--- src/rtl/typing_stats_if.sv ---
// Signal bundle between the game FSM/keyboard side and typing_stats.
// The master drives state and keystrokes; the slave returns the round results.
interface typing_stats_if;
    logic [2:0] state;
    logic       key_valid;
    logic       key_correct;
    logic [9:0] wpm;
    logic [9:0] acc;
    logic       finish;

    modport master (
        output state, key_valid, key_correct,
        input  wpm, acc, finish
    );

    modport slave (
        input  state, key_valid, key_correct,
        output wpm, acc, finish
    );
endinterface

--- src/rtl/typing_stats.sv ---
// Keystroke/time counters for a typing round and a shared restoring divider for WPM and accuracy.
// Define LIVE_WPM_EN to refresh wpm once per second while the round is running.
module typing_stats #(
    parameter int TICK_DIV = 10000000,
    parameter int CHAR_W   = 12,
    parameter int TIME_W   = 16
) (
    input  logic          clk,
    input  logic          rst,
    typing_stats_if.slave bus
);
    localparam int         DVW       = 20;
    localparam int         PW        = (TICK_DIV > 1) ? $clog2(TICK_DIV) : 1;
    localparam logic [2:0] ST_TYPING = 3'd2;
    localparam logic [2:0] ST_RESULT = 3'd3;
    localparam logic [4:0] LAST_IT   = 5'd20;

    typedef enum logic [2:0] {IDLE, RUN, DIV_WPM, DIV_ACC, DONE} fsm_t;

    fsm_t                fsm_q, fsm_d;
    logic [2:0]          prev_state_q;
    logic [CHAR_W-1:0]   correct_q, correct_d;
    logic [CHAR_W-1:0]   total_q, total_d;
    logic [TIME_W-1:0]   tenths_q, tenths_d;
    logic [PW-1:0]       presc_q, presc_d;
    logic [9:0]          wpm_q, wpm_d;
    logic [9:0]          acc_q, acc_d;
    logic [9:0]          wpm_tmp_q, wpm_tmp_d;
    logic                finish_q, finish_d;
    logic                acc_zero_q, acc_zero_d;
    logic [4:0]          it_q, it_d;
    logic [DVW-1:0]      rem_q, rem_d;
    logic [DVW-1:0]      quo_q, quo_d;
    logic [DVW-1:0]      dvs_q, dvs_d;
    logic [DVW:0]        shift_rem;
    logic signed [DVW+1:0] trial;
    logic [DVW-1:0]      step_rem, step_quo;
    logic                entry;
`ifdef LIVE_WPM_EN
    logic [3:0]          sec_q, sec_d;
    logic                live_q, live_d;
`endif

    function automatic logic [9:0] sat_wpm(input logic [DVW-1:0] q);
        return (q > DVW'(999)) ? 10'd999 : q[9:0];
    endfunction

    function automatic logic [CHAR_W-1:0] inc_char(input logic [CHAR_W-1:0] v);
        return (&v) ? v : v + CHAR_W'(1);
    endfunction

    function automatic logic [DVW-1:0] clamp_div(input logic [TIME_W-1:0] t);
        return (t == '0) ? DVW'(1) : DVW'(t);
    endfunction

    // One restoring step: shift in the next dividend bit, subtract if it fits
    always_comb begin
        shift_rem = {rem_q, quo_q[DVW-1]};
        trial     = $signed({1'b0, shift_rem}) - $signed({2'b00, dvs_q});
        step_rem  = (trial >= 0) ? trial[DVW-1:0] : shift_rem[DVW-1:0];
        step_quo  = {quo_q[DVW-2:0], (trial >= 0)};
    end

    always_comb begin
        fsm_d      = fsm_q;
        correct_d  = correct_q;
        total_d    = total_q;
        tenths_d   = tenths_q;
        presc_d    = presc_q;
        wpm_d      = wpm_q;
        acc_d      = acc_q;
        wpm_tmp_d  = wpm_tmp_q;
        finish_d   = finish_q;
        acc_zero_d = acc_zero_q;
        it_d       = it_q;
        rem_d      = rem_q;
        quo_d      = quo_q;
        dvs_d      = dvs_q;
`ifdef LIVE_WPM_EN
        sec_d      = sec_q;
        live_d     = live_q;
`endif
        entry = (bus.state != prev_state_q);

        if (entry && (bus.state == ST_TYPING)) begin
            correct_d = '0;
            total_d   = '0;
            tenths_d  = '0;
            presc_d   = '0;
            wpm_d     = '0;
            acc_d     = '0;
            finish_d  = 1'b0;
            it_d      = '0;
            fsm_d     = RUN;
`ifdef LIVE_WPM_EN
            sec_d     = '0;
            live_d    = 1'b0;
`endif
        end else begin
            unique case (fsm_q)
                RUN: begin
                    if (entry && (bus.state == ST_RESULT)) begin
                        rem_d = '0;
                        quo_d = DVW'(correct_q) * DVW'(120);
                        dvs_d = clamp_div(tenths_q);
                        it_d  = '0;
                        fsm_d = DIV_WPM;
`ifdef LIVE_WPM_EN
                        live_d = 1'b0;
`endif
                    end else begin
`ifdef LIVE_WPM_EN
                        if (live_q) begin
                            if (it_q == LAST_IT) begin
                                wpm_d  = sat_wpm(quo_q);
                                live_d = 1'b0;
                            end else begin
                                rem_d = step_rem;
                                quo_d = step_quo;
                                it_d  = it_q + 5'd1;
                            end
                        end
`endif
                        // Any other state value pauses the round with counters frozen
                        if (bus.state == ST_TYPING) begin
                            if (bus.key_valid) begin
                                total_d = inc_char(total_q);
                                if (bus.key_correct) begin
                                    correct_d = inc_char(correct_q);
                                end
                            end
                            if (presc_q == PW'(TICK_DIV - 1)) begin
                                presc_d = '0;
                                if (!(&tenths_q)) begin
                                    tenths_d = tenths_q + TIME_W'(1);
`ifdef LIVE_WPM_EN
                                    if (sec_q == 4'd9) begin
                                        sec_d  = '0;
                                        rem_d  = '0;
                                        quo_d  = DVW'(correct_q) * DVW'(120);
                                        dvs_d  = clamp_div(tenths_d);
                                        it_d   = '0;
                                        live_d = 1'b1;
                                    end else begin
                                        sec_d = sec_q + 4'd1;
                                    end
`endif
                                end
                            end else begin
                                presc_d = presc_q + PW'(1);
                            end
                        end
                    end
                end
                DIV_WPM: begin
                    if (bus.state != ST_RESULT) begin
                        fsm_d = IDLE;
                    end else if (it_q == LAST_IT) begin
                        wpm_tmp_d  = sat_wpm(quo_q);
                        acc_zero_d = (total_q == '0);
                        rem_d      = '0;
                        quo_d      = DVW'(correct_q) * DVW'(100);
                        dvs_d      = DVW'(total_q);
                        it_d       = '0;
                        fsm_d      = DIV_ACC;
                    end else begin
                        rem_d = step_rem;
                        quo_d = step_quo;
                        it_d  = it_q + 5'd1;
                    end
                end
                DIV_ACC: begin
                    if (bus.state != ST_RESULT) begin
                        fsm_d = IDLE;
                    end else if (it_q == LAST_IT) begin
                        // A zero divisor would yield all-ones, so no keys reads as 0 %
                        wpm_d    = wpm_tmp_q;
                        acc_d    = acc_zero_q ? 10'd0 : quo_q[9:0];
                        finish_d = 1'b1;
                        fsm_d    = DONE;
                    end else begin
                        rem_d = step_rem;
                        quo_d = step_quo;
                        it_d  = it_q + 5'd1;
                    end
                end
                default: ;
            endcase
        end
    end

    always_ff @(posedge clk) begin
        if (rst) begin
            fsm_q        <= IDLE;
            prev_state_q <= '0;
            correct_q    <= '0;
            total_q      <= '0;
            tenths_q     <= '0;
            presc_q      <= '0;
            wpm_q        <= '0;
            acc_q        <= '0;
            wpm_tmp_q    <= '0;
            finish_q     <= 1'b0;
            acc_zero_q   <= 1'b0;
            it_q         <= '0;
`ifdef LIVE_WPM_EN
            sec_q        <= '0;
            live_q       <= 1'b0;
`endif
        end else begin
            fsm_q        <= fsm_d;
            prev_state_q <= bus.state;
            correct_q    <= correct_d;
            total_q      <= total_d;
            tenths_q     <= tenths_d;
            presc_q      <= presc_d;
            wpm_q        <= wpm_d;
            acc_q        <= acc_d;
            wpm_tmp_q    <= wpm_tmp_d;
            finish_q     <= finish_d;
            acc_zero_q   <= acc_zero_d;
            it_q         <= it_d;
`ifdef LIVE_WPM_EN
            sec_q        <= sec_d;
            live_q       <= live_d;
`endif
        end
    end

    // Divider datapath is always loaded before use, so it carries no reset
    always_ff @(posedge clk) begin
        rem_q <= rem_d;
        quo_q <= quo_d;
        dvs_q <= dvs_d;
    end

    assign bus.wpm    = wpm_q;
    assign bus.acc    = acc_q;
    assign bus.finish = finish_q;
endmodule

--- src/flat_wrapper.sv ---
// flat-port wrapper written by rule: the top's interface ports become plain ports
module typing_stats_flat 
#(
    parameter int TICK_DIV = 10000000,
    parameter int CHAR_W   = 12,
    parameter int TIME_W   = 16
)
  (clk, rst, bus_state, bus_key_valid, bus_key_correct, bus_wpm, bus_acc, bus_finish);
  typing_stats_if bus_i ();
  input  logic clk;
  input  logic rst;
  input wire logic [$bits(bus_i.state)-1:0] bus_state;
  input wire logic [$bits(bus_i.key_valid)-1:0] bus_key_valid;
  input wire logic [$bits(bus_i.key_correct)-1:0] bus_key_correct;
  output wire logic [$bits(bus_i.wpm)-1:0] bus_wpm;
  output wire logic [$bits(bus_i.acc)-1:0] bus_acc;
  output wire logic [$bits(bus_i.finish)-1:0] bus_finish;
  assign bus_i.state = bus_state;
  assign bus_i.key_valid = bus_key_valid;
  assign bus_i.key_correct = bus_key_correct;
  assign bus_wpm = bus_i.wpm;
  assign bus_acc = bus_i.acc;
  assign bus_finish = bus_i.finish;
  typing_stats #(.TICK_DIV(TICK_DIV), .CHAR_W(CHAR_W), .TIME_W(TIME_W)) u_core (.clk(clk), .rst(rst), .bus(bus_i));
endmodule
--- config.mk ---
export PLATFORM = sky130hd
export DESIGN_NAME = typing_stats_flat
export DESIGN_NICKNAME = d
export VERILOG_FILES = /design/src/rtl/typing_stats_if.sv /design/src/rtl/typing_stats.sv /design/src/flat_wrapper.sv
export SDC_FILE = /design/constraint.sdc
export NUM_CORES = 1
export LEC_CHECK = 0
export ABC_AREA = 1
export CELL_PAD_IN_SITES_DETAIL_PLACEMENT = 0
export CELL_PAD_IN_SITES_GLOBAL_PLACEMENT = 1
export CORE_MARGIN = 3
export CORE_UTILIZATION = 42
export DETAILED_ROUTE_END_ITERATION = 8
export PLACE_DENSITY = 0.89
export SYNTH_ARGS = -nofsm -noshare
export SYNTH_HDL_FRONTEND = slang
export SYNTH_SLANG_ARGS = --single-unit
--- constraint.sdc ---
create_clock -name clk -period 2.75 [get_ports clk]
set_clock_uncertainty 0.1 [all_clocks]
set_input_delay 0.6875 -clock clk [delete_from_list [all_inputs] [get_ports clk]]
set_output_delay 0.6875 -clock clk [all_outputs]
set_load 0.02 [all_outputs]
* Word-level counts from Yosys, hierarchy flattened
Index checks and enable logic that the tools add are counted.
Storage, ports and cells: register bits 167, latch bits 0, bits in writable memories 0, memory bits (read-only) 0, input port bits 7, output and inout port bits 21, logic and storage cells 107, memories kept 0
Cells by class: $add $sub $neg 6, multipliers 2, divide/modulo/power cells 0, $lt $le $gt $ge 2, equal/unequal tests 19, shift-type cells 0, muxes and demuxes 34, bitwise logic cells 6, reductions and logical operators 22
Operator list (count):
- 2-to-1 mux 20 bit | 14
- case mux 20 bit (3 select lines) | 2
- case mux 20 bit (2 select lines) | 1
- 2-to-1 mux 5 bit | 5
- adder 12 x 1 -> 12 bit (second input constant) | 2
- adder 24 x 1 -> 24 bit (second input constant) | 1
- equality test 24 bit (second input constant) | 1
- 2-to-1 mux 24 bit | 1
- AND reduction 12 bit | 2
- greater-or-equal comparator 22 x 1 -> 1 bit (second input constant) | 1
- subtractor 21 x 20 -> 22 bit | 1
- > comparator 20 x 10 -> 1 bit (second input constant) | 1
- 2-to-1 mux 10 bit | 2
- AND reduction 5 bit | 4
- multiplier 12 x 5 -> 17 bit (second input constant) | 1
- adder 16 x 1 -> 16 bit (second input constant) | 1
- logical NOT 16 bit | 1
- multiplier 12 x 4 -> 16 bit (second input constant) | 1
- 2-to-1 mux 16 bit | 1
- AND reduction 16 bit | 1
- 2-to-1 mux 3 bit | 5
- case mux 5 bit (3 select lines) | 1
- equality test 3 x 2 -> 1 bit (second input constant) | 4
- logical NOT 12 bit | 1
- other kinds (20) | 36

* Logic depth before layout (Yosys ltp)
Gate-level depths: netlist (run 1).
depth in word-level cells 6, depth in mapped cells 15, depth with buffers taken out 15

* Worst setup path before layout (run 1)
No wires, ideal clock.
kind reg2reg, from reg u_core.correct_q[6], to reg u_core.quo_q[18] (data pin), library setup time 260 ps, data arrival time 2653 ps, required time 2390 ps, slack -263 ps, cell stages (with the launch flop) 15, path buffers 0, clock period less this slack 3013 ps, cell sequence dfxtp_1 -> ha_1 -> ha_1 -> inv_1 -> fa_1 -> inv_1 -> ha_1 -> a21oi_1 -> nor2_1 -> nor2_1 -> nand2_1 -> nand2_1 -> nand3b_1 -> nand3_1 -> nand3_1
On the way: longest elaborated chain between the ends 4, elaborated cells on any way between the ends 6, those cells by class mul (2); mux (4)
RTL lines:
- start, declared | RTL line typing_stats.sv:22 | logic [CHAR_W-1:0] correct_q, correct_d;
- start signal, assigned | RTL line typing_stats.sv:213 | correct_q <= correct_d;
- multiplier 12 x 5 -> 17 bit | RTL line typing_stats.sv:162 | quo_d = DVW'(correct_q) * DVW'(100);
- 2-to-1 mux 20 bit | RTL line typing_stats.sv:158 | end else if (it_q == LAST_IT) begin
- 2-to-1 mux 20 bit | RTL line typing_stats.sv:156 | if (bus.state != ST_RESULT) begin
- case mux 20 bit (3 select lines) (*) | RTL line typing_stats.sv:100 | unique case (fsm_q)
- end signal, assigned | RTL line typing_stats.sv:233 | quo_q <= quo_d;
- end, declared | RTL line typing_stats.sv:33 | logic [DVW-1:0] quo_q, quo_d;
Mark *: on every way between the ends. The rest lies on a longest branch, timed or not. The select of a mux whose other input is x is not followed. A chain may end at the register's enable or synchronous reset.

* Worst setup path after layout (run 1)
from reg u_core.correct_q[5], to reg u_core.quo_q[11] (data pin)
Same word-level chain as after synthesis.

==> results by group, run 1 <==
Yosys
  – Synth Net Count: 1672
  – YS warnings: 0
  – Number of synthesized register bits: 163
  – Number of flops mapped to enable cells by yosys: 56
  – Synthesized area: 11300 µm²
  – Post-synth cell types: 52
  – Seq/Total Area, Yosys: 34.0%
  – Cells after Synth: 1556
  – Ys async rst share: 0%
  – Largest area contributor in the netlist: dfxtp_1
  – Ys flop type: dfxtp_1
  – Ranking of synthesized cells by area: dfxtp_1 (19%), edfxtp_1 (15%), nand2_1 (13%)
  – Synth top area share: 19.0%
  – Syn Area/Cell: 7.24 µm²

Drt
  – 1st-iter DRT viols: 852
  – # DRC: 0
  – Total vias in the final route: 10465
  – Final WL: 30500 µm
  – Pre-Repair DR Iteration Count: 5
  – Routed Antenna Nets: 0
  – Drt wl/cell: 15.0 µm
  – Vias per inst: 5.15

Clock network
  – Clk slew on worst S/H paths: 80 ps
  – Clock buffer depth: 2
  – CTS tree: yes
  – Clk Latency, worst-skew pair: 440 ps
  – CTS Buf Count: 17
  – CTS Hold Bufs: 0
  – Sink Count: 163
  – Number of H-tree levels: 4
  – CTS root buffer: clkbuf_16

Pwr
  – Leak: 6.19 nW
  – Peak supply drop: 0.000300 V
  – PD cells: 391 nW/µm²
  – Total power: 5.52 mW

Final layout
  – # diodes: 0
  – Area Growth Syn to Fin: 25.4%
  – Commonest cells after routing, fill and taps aside: nand2_1 (350), inv_1 (208), nor2_1 (172)
  – Layout Nets: 1801
  – Final core utilization: 53.9%
  – Commonest non-fill, non-tap cell in the layout: nand2_1
  – Share of post-route cells with drive strength above 1: 18.6%

Setup path
  – R2R Path Start: u_core.correct_q[5]
  – Worst Path Class, Setup: flop to flop
  – Crit end category: flop
  – Crit-path slowest cell: fa_2
  – Worst Setup SP: u_core.correct_q[5]
  – Crit-path cells: buf_4, fa_2, fa_2, ha_4, inv_1, o21ai_2, buf_4, a21oi_1, xor2_1, nand2_1, o211ai_1
  – WP data arrival: 3070 ps
  – R2r setup slk: -230 ps
  – CP peak stage delay: 540 ps
  – Nature of the critical path startpoint: flop
  – Reg-to-reg endpoint: u_core.quo_q[11]
  – Critical-path maximum fanout: 6
  – Critical Path RT: 2840 ps
  – R2R depth: 11
  – Worst setup endpoint: u_core.quo_q[11]

STA
  – Setup ws final: -225 ps
  – Max Freq: 336 MHz
  – Worst rel slew slack: 46.8%
  – Unrepaired setup endpoints after global routing: true
  – Period Utilization, post-route: 108%
  – Hold Vio Cnt, Final: 0
  – Final setup violation count: 10
  – Tightest Pin Transition: 797 ps
  – Tmin final: 2980 ps
  – Fin. max-slew vios: 0

Min path
  – Worst min-delay path category: flop to flop

Floorplanning
  – Rows: 59
  – Initial Util: 43.0%
  – Chip width: 170 µm
  – Io pins: 28
  – Core Area: 26200 µm²
  – Die area: 28800 µm²
  – Die Span Y: 170 µm

Outcome
  – Failing checks: setup timing
  – Outcome: finished, violations left

GRT
  – Largest net degree at the start of global routing: 22
  – Initial antenna violation count: 0
  – Number of global-route vias before repair: 10074
  – Total GRT Usage: 20.9%
  – Global-route wire length before repair: 49200 µm
  – Final global-route overflow total: 0

Placement
  – DP Wirelength: 22300 µm
  – RD Place Congestion: 0.904
  – Port Buf Inserts: 27

Flow run
  – Max Cap Violations: 0
[state kept, by name, indices dropped and copies added, names as in the netlist]
register             count
u_core.fsm_q             3
u_core.total_q          12
u_core.bus.wpm          10
u_core.tenths_q         16
u_core.dvs_q            16
u_core.prev_state_q      3
u_core.quo_q            20
u_core.it_q              5
u_core.bus.finish        1
u_core.bus.acc          10
u_core.acc_zero_q        1
u_core.presc_q          24
u_core.wpm_tmp_q        10
u_core.rem_q            20
u_core.correct_q        12
[worst max-delay path: cells and delay by family (launching register included)]
kind                     cells  cell delay (ps)
AND/OR/NAND/NOR              1               70
flip-flops                   1              390
adder cells (fa/ha/maj)      3             1190
AO/OA/AOI/OAI                3              400
XOR/XNOR                     1              110
buffers and inverters        3              460
[how the worst min path moves through the flow]
stage | cells past startpoint | startpoint | end | slack, ps
after global routing | 2 | u_core.wpm_tmp_q[1] | u_core.bus.wpm[1] | 380
after CTS | 2 | u_core.wpm_tmp_q[1] | u_core.bus.wpm[1] | 360
after global placement | 2 | u_core.bus.wpm[6] | u_core.bus.wpm[6] | 350
after floorplan | 2 | u_core.wpm_tmp_q[1] | u_core.bus.wpm[1] | 340
final | 2 | u_core.wpm_tmp_q[4] | u_core.wpm_tmp_q[4] | 360
after detailed placement | 2 | u_core.wpm_tmp_q[1] | u_core.bus.wpm[1] | 350
[area by class of cell]
cell class              instances  area, µm²
inverters                     224        850
well taps                     335        419
clock inverters                14        165
fillers                      2386      12100
flip-flops and latches        163       3860
repair buffers                144       1240
multi-input cells            1135       7140
clock buffers                  18        439
[power breakdown]
part	switching, mW	internal (mW)	total, mW
logic	0.308	0.168	0.475
registers	0.0275	2.53	2.56
clock network	1.16	1.33	2.48
[stage by stage]
step / cell area, µm² / setup TNS [ps] / worst slack, ps / std cells / hold slack [ps]
global placement: 12700 / -1820 / -175 / 1988 / 351
floorplan: 11300 / -61.3 / -42.3 / 1556 / 341
global route: 14100 / -2700 / -322 / 2033 / 376
CTS: 13700 / -912 / -114 / 2027 / 362
finish: 14100 / -1790 / -225 / 2033 / 364
detailed placement: 12700 / -3320 / -221 / 1988 / 354
[synth_stat cells, types with 24 or more instances]
| cell | number |
|---|---|
| nor3_1 | 34 |
| inv_1 | 217 |
| a21oi_1 | 98 |
| edfxtp_1 | 56 |
| nand3_1 | 109 |
| ha_1 | 80 |
| fa_1 | 29 |
| nor2_1 | 181 |
| dfxtp_1 | 107 |
| o21ai_0 | 87 |
| xor2_1 | 24 |
| nand2_1 | 381 |
[layer usage]
metal | routed length (µm) | global-route usage, %
met3 | 1330 | 3.21
met2 | 14400 | 35.2
met1 | 14200 | 28.4
met4 | 631 | 4.80
met5 | 0 | 0
[cells by family (layout without fill, tap and decap cells)]
group / count (synthesis) / count (layout) / share of synthesized area, %
AO/OA/AOI/OAI: 217 / 217 / 10.3
flip-flops: 163 / 163 / 34.0
AND/OR/NAND/NOR: 772 / 772 / 29.7
buffers and inverters: 258 / 400 / 9.07
XOR/XNOR: 37 / 37 / 2.88
adder cells (fa/ha/maj): 109 / 109 / 14.0
[timing repair]
item,CTS,global route
setup buffers,7,6
pin swaps,48,53
resized for setup,73,86
cloned,0,0
setup endpoints to repair,10,11
Note: power is estimated with default switching activity, not from simulation.
==> run 2, diff against run 1 <==
--- a/config.mk
+++ b/config.mk
@@ -9,9 +9,9 @@
 export CELL_PAD_IN_SITES_DETAIL_PLACEMENT = 0
 export CELL_PAD_IN_SITES_GLOBAL_PLACEMENT = 1
 export CORE_MARGIN = 3
-export CORE_UTILIZATION = 42
+export CORE_UTILIZATION = 47
 export DETAILED_ROUTE_END_ITERATION = 8
-export PLACE_DENSITY = 0.89
+export PLACE_DENSITY = 0.94
 export SYNTH_ARGS = -nofsm -noshare
 export SYNTH_HDL_FRONTEND = slang
 export SYNTH_SLANG_ARGS = --single-unit
==> constraint.sdc (replaced) <==
create_clock -name clk -period 3.05 [get_ports clk]
set_clock_uncertainty 0.1 [all_clocks]
set_input_delay 0.7625 -clock clk [delete_from_list [all_inputs] [get_ports clk]]
set_output_delay 0.7625 -clock clk [all_outputs]
set_load 0.02 [all_outputs]
==> run 2 against run 1 <==
Sequential power down 9.8%. Hold slack worse by 1.9 ps. The flow now finishes without violations. Die area down 10%. Critical path depth up 2. Clock power down 15%. Global-route usage up 1.1 points. Register-to-register slack better by 280 ps. Setup slack better by 280 ps. Via count down 2.3%. Critical endpoint is now u_core.quo_q[16]. First-iteration DRC count down 13%. Fmax down 0.50%. Cell area down 7.2%.
==> results by group, run 2 (synthesized netlist as in run 1, its figures left out) <==
STA
  – Worst rel slew slack: 52.1% (+5.3 points)
  – Max Freq: 334 MHz (-0.50%)
  – WHS: 363 ps (-1.86 ps)
  – Setup ws final: 59.7 ps (+285 ps)
  – Tmin final: 2990 ps (+15.0 ps)
  – Final setup violation count: 0 (-10)
  – Unrepaired setup endpoints after global routing: true
  – Setup TNS: 0 ps (+1790 ps)
  – Hold Vio Cnt, Final: 0 (unchanged)
  – Period Utilization, post-route: 98.0% (-10 points)
  – Tightest Pin Transition: 718 ps (-79.7 ps)
  – Fin. max-slew vios: 0 (unchanged)

Final layout
  – Layout Nets: 1740 (-3.4%)
  – Multi-input gate area: 6720 µm² (-5.9%)
  – Commonest non-fill, non-tap cell in the layout: nand2_1
  – Top flop regs: u_core.presc_q: 24 flops, u_core.quo_q: 20 flops, u_core.rem_q: 20 flops
  – Final core utilization: 55.7% (+1.8 points)
  – FF/Latch Area: 3840 µm² (-0.32%)
  – # diodes: 0 (unchanged)
  – Post-route cell area: 13100 µm² (-7.2%)
  – Max FFs per register: 24 (unchanged)
  – # fillers: 2214 (-7.2%)
  – Commonest cells after routing, fill and taps aside: nand2_1 (367), inv_1 (215), nor2_1 (177)
  – Non-Filler Instances: 1956 (-3.8%)
  – Area Growth Syn to Fin: 16.4%
  – Biggest register: u_core.presc_q
  – Share of post-route cells with drive strength above 1: 10.7% (-7.9 points)

Pwr
  – Clock power share: 43.8% (-1.2 points)
  – Gate power share: 8.4% (-0.2 points)
  – Share of power burned in registers: 47.8% (+1.4 points)
  – Internal power: 3.58 mW (-11%)
  – Total power: 4.84 mW (-12%)
  – Psw: 1.27 mW (-15%)
  – PD cells: 370 nW/µm² (-5.4%)
  – Peak supply drop: 0.000360 V (+20%)
  – Leak: 5.75 nW (-7.2%)
  – Switching share of power: 26.1% (-0.88 points)

Placement
  – Pre-CTS WS: -54.7 ps (+166 ps)
  – DP Wirelength: 21700 µm (-2.9%)
  – Dpl cell area: 12200 µm² (-3.9%)
  – Port Buf Inserts: 27 (unchanged)
  – RD Place Congestion: 0.906 (+0.15%)
  – DP Cell Count: 1924 (-3.2%)

Floorplanning
  – Core Area: 23500 µm² (-10%)
  – Die Span Y: 161 µm (-5.3%)
  – Io pins: 28 (unchanged)
  – Initial Util: 47.8% (+4.9 points)
  – Chip width: 161 µm (-5.3%)
  – Die area: 25900 µm² (-10%)
  – Rows: 56 (-5.1%)

Drt
  – Drt wl/cell: 14.6 µm (-3.1%)
  – Pre-Repair DR Iteration Count: 5 (unchanged)
  – Vias per inst: 5.23 (+1.5%)
  – Total vias in the final route: 10222 (-2.3%)
  – 1st-iter DRT viols: 744 (-13%)
  – # DRC: 0 (unchanged)
  – Final WL: 28500 µm (-6.7%)
  – Routed Antenna Nets: 0 (unchanged)

GRT
  – Initial antenna violation count: 0 (unchanged)
  – Final global-route overflow total: 0 (unchanged)
  – Largest net degree at the start of global routing: 41 (+86%)
  – Number of global-route vias before repair: 9706 (-3.7%)
  – Total GRT Usage: 22.0% (+1.1 points)
  – Global-route wire length before repair: 47100 µm (-4.3%)

Clock network
  – Clk slew on worst S/H paths: 70 ps (about the same)
  – CTS tree: yes
  – Clk Latency, worst-skew pair: 430 ps (about the same)
  – Clock buffer depth: 2 (unchanged)
  – Sink Count: 163 (unchanged)
  – CTS Buf Count: 17 (unchanged)
  – Post-CTS Setup Repair Bufs: 0 (-7)
  – CTS root buffer: clkbuf_16
  – CTS Hold Bufs: 0 (unchanged)
  – Number of H-tree levels: 4 (unchanged)

Setup path
  – Crit end category: flop
  – WP data arrival: 3060 ps (about the same)
  – Worst Path Class, Setup: flop to flop
  – R2r setup slk: 60 ps (+280 ps)
  – Critical-path maximum fanout: 5 (-1)
  – Critical Path RT: 3120 ps (+280 ps)
  – Nature of the critical path startpoint: flop

Outcome
  – Outcome: finished, final reports clean

Flow run
  – Max Cap Violations: 0 (unchanged)

Min path
  – Worst min-delay path category: flop to flop
==> run 2: power groups by stage <==
stage | registers (mW) | logic (mW) | clock network, mW
floorplan | 2.36 | 0.290 | 0
global placement | 2.36 | 0.403 | 0
detailed placement | 2.37 | 0.407 | 0
CTS | 2.32 | 0.409 | 2.16
global route | 2.32 | 0.463 | 2.24
finish | 2.31 | 0.408 | 2.12
==> run 2: per-layer routing <==
layer  vias to the layer above  track usage [%]  share of wire (%)
li1                       5197                -                  -
met1                      4725             31.2                 47
met2                       270             35.3                 46
met3                        30             3.59                5.4
met4                         0             5.24                1.4
met5                         -                0                  0
==> run 2: final cells by class <==
type	instances	share of cell area [%]
clock buffer	18	3.27
inverter	224	6.43
clock inverter	14	1.11
multi-input combinational	1135	51.3
timing repair buffer	83	5.52
tap	319	3.05
sequential	163	29.3
==> run 2: worst paths after layout <==
check | from | cells past startpoint | endpoint
worst max-delay path | u_core.correct_q[3] | 13 | u_core.quo_q[16]
worst min-delay path | u_core.bus.wpm[1] | 2 | u_core.bus.wpm[1]
worst max register to register | u_core.correct_q[3] | 13 | u_core.quo_q[16]
worst min register to register | u_core.bus.wpm[1] | 2 | u_core.bus.wpm[1]
==> run 2: critical path: stages, from the launching register on <==
cell and delay, ps:
dfxtp_4 370, buf_4 150, fa_1 510, fa_1 560, ha_4 330, nand2_2 90, nor2_1 110, nand2_1 70
nand2_1 110, nand2_1 70, nand2_1 60, nand2_1 40, nand3_1 90, nand3_1 80
==> run 2: what timing repair did <==
item | CTS | global route
endpoints found under the setup margin | 7 | 10
pin swaps | 1 | 25
resized for setup | 8 | 63
==> run 3, diff against run 2 <==
--- a/config.mk
+++ b/config.mk
@@ -9,9 +9,10 @@
 export CELL_PAD_IN_SITES_DETAIL_PLACEMENT = 0
 export CELL_PAD_IN_SITES_GLOBAL_PLACEMENT = 1
 export CORE_MARGIN = 3
-export CORE_UTILIZATION = 47
+export CORE_UTILIZATION = 48
 export DETAILED_ROUTE_END_ITERATION = 8
-export PLACE_DENSITY = 0.94
+export DONT_BUFFER_PORTS = 1
+export PLACE_DENSITY = 0.93
 export SYNTH_ARGS = -nofsm -noshare
 export SYNTH_HDL_FRONTEND = slang
 export SYNTH_SLANG_ARGS = --single-unit
==> run 3 against run 2 <==
Via count fell by 2.6%. Critical path depth fell by 1. Register-to-register slack barely moved. Non-clock buffer count fell by 27. Cell area fell by 2.1%. Largest power group unchanged. First-iteration DRC count fell by 5.2%.
==> results by group, run 3 (synthesized netlist as in run 1, its figures left out) <==
Setup path
  – CP peak stage delay: 580 ps (+20 ps)
  – R2R depth: 12 (-1)
  – Critical Path RT: 3130 ps (about the same)
  – Sum of buffers and inverters on the critical path: 1 (unchanged)
  – Worst Setup SP: u_core.correct_q[4]
  – Worst Path Class, Setup: flop to flop
  – Crit path top cell by count: nand2_1
  – Top delay family on crit path: adder cells
  – Crit-path cells: buf_4, fa_1, fa_1, ha_4, nand2_1, nor2_2, and2_1, nand2_1, nand2_1, nand2_1, nand3_1, nand3_1
  – Crit-path slowest cell: fa_1
  – WP data arrival: 3080 ps (+20 ps)
  – R2R Path Start: u_core.correct_q[4]
  – Nature of the critical path startpoint: flop
  – Reg-to-reg endpoint: u_core.quo_q[18]
  – Crit end category: flop
  – Critical-path maximum fanout: 5 (unchanged)
  – R2r setup slk: 60 ps (about the same)

Floorplanning
  – Io pins: 28 (unchanged)
  – Initial Util: 49.3% (+1.5 points)
  – Rows: 55 (-1.8%)
  – Chip width: 159 µm (-1.0%)
  – Die area: 25300 µm² (-2.0%)
  – Core Area: 22800 µm² (-3.0%)
  – Die Span Y: 159 µm (-1.0%)

Pwr
  – PD cells: 380 nW/µm² (+2.8%)
  – Psw: 1.34 mW (+5.7%)
  – Share of power burned in registers: 47.4% (-0.4 points)
  – Gate power share: 8.1% (-0.3 points)
  – Peak supply drop: 0.000335 V (-6.8%)
  – Leak: 5.67 nW (-1.5%)
  – Clock power share: 44.5% (+0.7 points)
  – Total power: 4.88 mW (+0.70%)
  – Internal power: 3.54 mW (-1.1%)
  – Switching share of power: 27.4% (+1.3 points)

Final layout
  – Post-route cell area: 12800 µm² (-2.1%)
  – Share of post-route cells with drive strength above 1: 11.0% (+0.30 points)
  – Multi-input gate area: 6710 µm² (-0.13%)
  – # diodes: 0 (unchanged)
  – FF/Latch Area: 3850 µm² (about the same)
  – Biggest register: u_core.presc_q
  – Non-Filler Instances: 1923 (-1.7%)
  – Layout Nets: 1713 (-1.6%)
  – Top flop regs: u_core.presc_q: 24 flops, u_core.quo_q: 20 flops, u_core.rem_q: 20 flops
  – Area Growth Syn to Fin: 14.0%
  – Commonest cells after routing, fill and taps aside: nand2_1 (372), inv_1 (215), nor2_1 (179)
  – # fillers: 2140 (-3.3%)
  – Commonest non-fill, non-tap cell in the layout: nand2_1
  – Max FFs per register: 24 (unchanged)
  – Final core utilization: 56.2% (+0.51 points)

STA
  – Max Freq: 334 MHz (about the same)
  – Final setup violation count: 0 (unchanged)
  – Tightest Pin Transition: 737 ps (+19.1 ps)
  – Tmin final: 2990 ps (+2.36 ps)
  – Period Utilization, post-route: 98.1% (about the same)
  – Unrepaired setup endpoints after global routing: true
  – WHS: 293 ps (-69.6 ps)
  – Hold Vio Cnt, Final: 0 (unchanged)
  – Fin. max-slew vios: 0 (unchanged)
  – Worst rel slew slack: 50.8% (-1.3 points)

Drt
  – Final WL: 28700 µm (+0.79%)
  – Vias per inst: 5.18 (-0.89%)
  – Routed Antenna Nets: 0 (unchanged)
  – 1st-iter DRT viols: 705 (-5.2%)
  – Drt wl/cell: 14.9 µm (+2.5%)
  – # DRC: 0 (unchanged)
  – Pre-Repair DR Iteration Count: 5 (unchanged)
  – Total vias in the final route: 9960 (-2.6%)

GRT
  – Largest net degree at the start of global routing: 41 (unchanged)
  – Number of global-route vias before repair: 9514 (-2.0%)
  – Initial antenna violation count: 0 (unchanged)
  – Final global-route overflow total: 0 (unchanged)
  – Global-route wire length before repair: 46700 µm (-0.68%)
  – Total GRT Usage: 22.3% (+0.28 points)

Placement
  – Port Buf Inserts: 0 (-100%)
  – DP Wirelength: 21800 µm (+0.79%)
  – DP Cell Count: 1889 (-1.8%)
  – RD Place Congestion: 0.885 (-2.3%)
  – Dpl cell area: 11900 µm² (-2.4%)

Clock network
  – Number of H-tree levels: 4 (unchanged)
  – CTS Buf Count: 17 (unchanged)
  – CTS tree: yes
  – Clk Latency, worst-skew pair: 440 ps (about the same)
  – Sink Count: 163 (unchanged)
  – Clock buffer depth: 2 (unchanged)
  – CTS root buffer: clkbuf_16
  – Clk slew on worst S/H paths: 70 ps (about the same)

Min path
  – Hold_sp: rst
  – Hold Path Cell Cnt: 1 (-1)
  – Worst min-delay path category: input port to flop
  – Worst hold endpoint: u_core.prev_state_q[0]

Flow run
  – Max Cap Violations: 0 (unchanged)

Outcome
  – Outcome: finished, final reports clean
[run 3: changes by cell type in the layout (fill, tap and decap cells not counted), sizes merged]
cell	change
clkdlybuf4s50	-27
inv	+3
clkinvlp	-5
bufinv	-1
clkinv	+3
[run 3: cell type report]
class,instances,area share (%)
multi-input combinational,1135,52.3
sequential,163,30.0
clock buffer,18,3.42
tap,313,3.05
clock inverter,14,1.21
inverter,224,6.57
timing repair buffer,56,3.47
[run 3: layer usage]
layer  vias to the layer above  GRT usage [%]  routed length [µm]
met5                         -              0                   0
met1                      4530           31.2               13500
met3                        39           4.40                1750
met2                       246           35.2               12900
met4                         0           6.01                 570
li1                       5145              -                   -
[run 3: stage by stage]
stage               TNS (ps)  setup slack, ps
global placement       -4.49            -4.49
CTS                        0             3.55
finish                     0             57.3
detailed placement      -192            -85.3
global route            -197            -65.2
floorplan                  0             37.1
[run 3: timing repair]
item	in CTS	in global routing
gates resized for setup	4	63
pin swaps	0	16
endpoints found under the setup margin	7	9
buffers inserted	0	2
hold buffers	0	0
[run 3: worst reg2reg max path, delay by kind of cell, from the launching register on]
family	cells	cell delay [ps]
fa+ha+maj	3	1360
simple gates	8	770
flops	1	370
buf+inv	1	150
[run 3: power by group through the flow]
stage	sequential (mW)	clock [mW]	combinational, mW
after floorplan	2.36	0	0.290
after global placement	2.36	0	0.386
after detailed placement	2.36	0	0.390
after CTS	2.31	2.20	0.394
after global routing	2.31	2.28	0.450
final	2.31	2.17	0.396
[run 3: how the worst max path moves through the flow]
stage	endpoint	slack, ps	depth (start not counted)
2_1_floorplan	u_core.quo_q[18]	40	14
3_3_place_gp	u_core.quo_q[18]	-4	12
3_5_place_dp	u_core.quo_q[18]	-90	12
4_1_cts	u_core.quo_q[18]	4	10
5_1_grt	u_core.quo_q[18]	-70	12
6_report	u_core.quo_q[18]	60	12
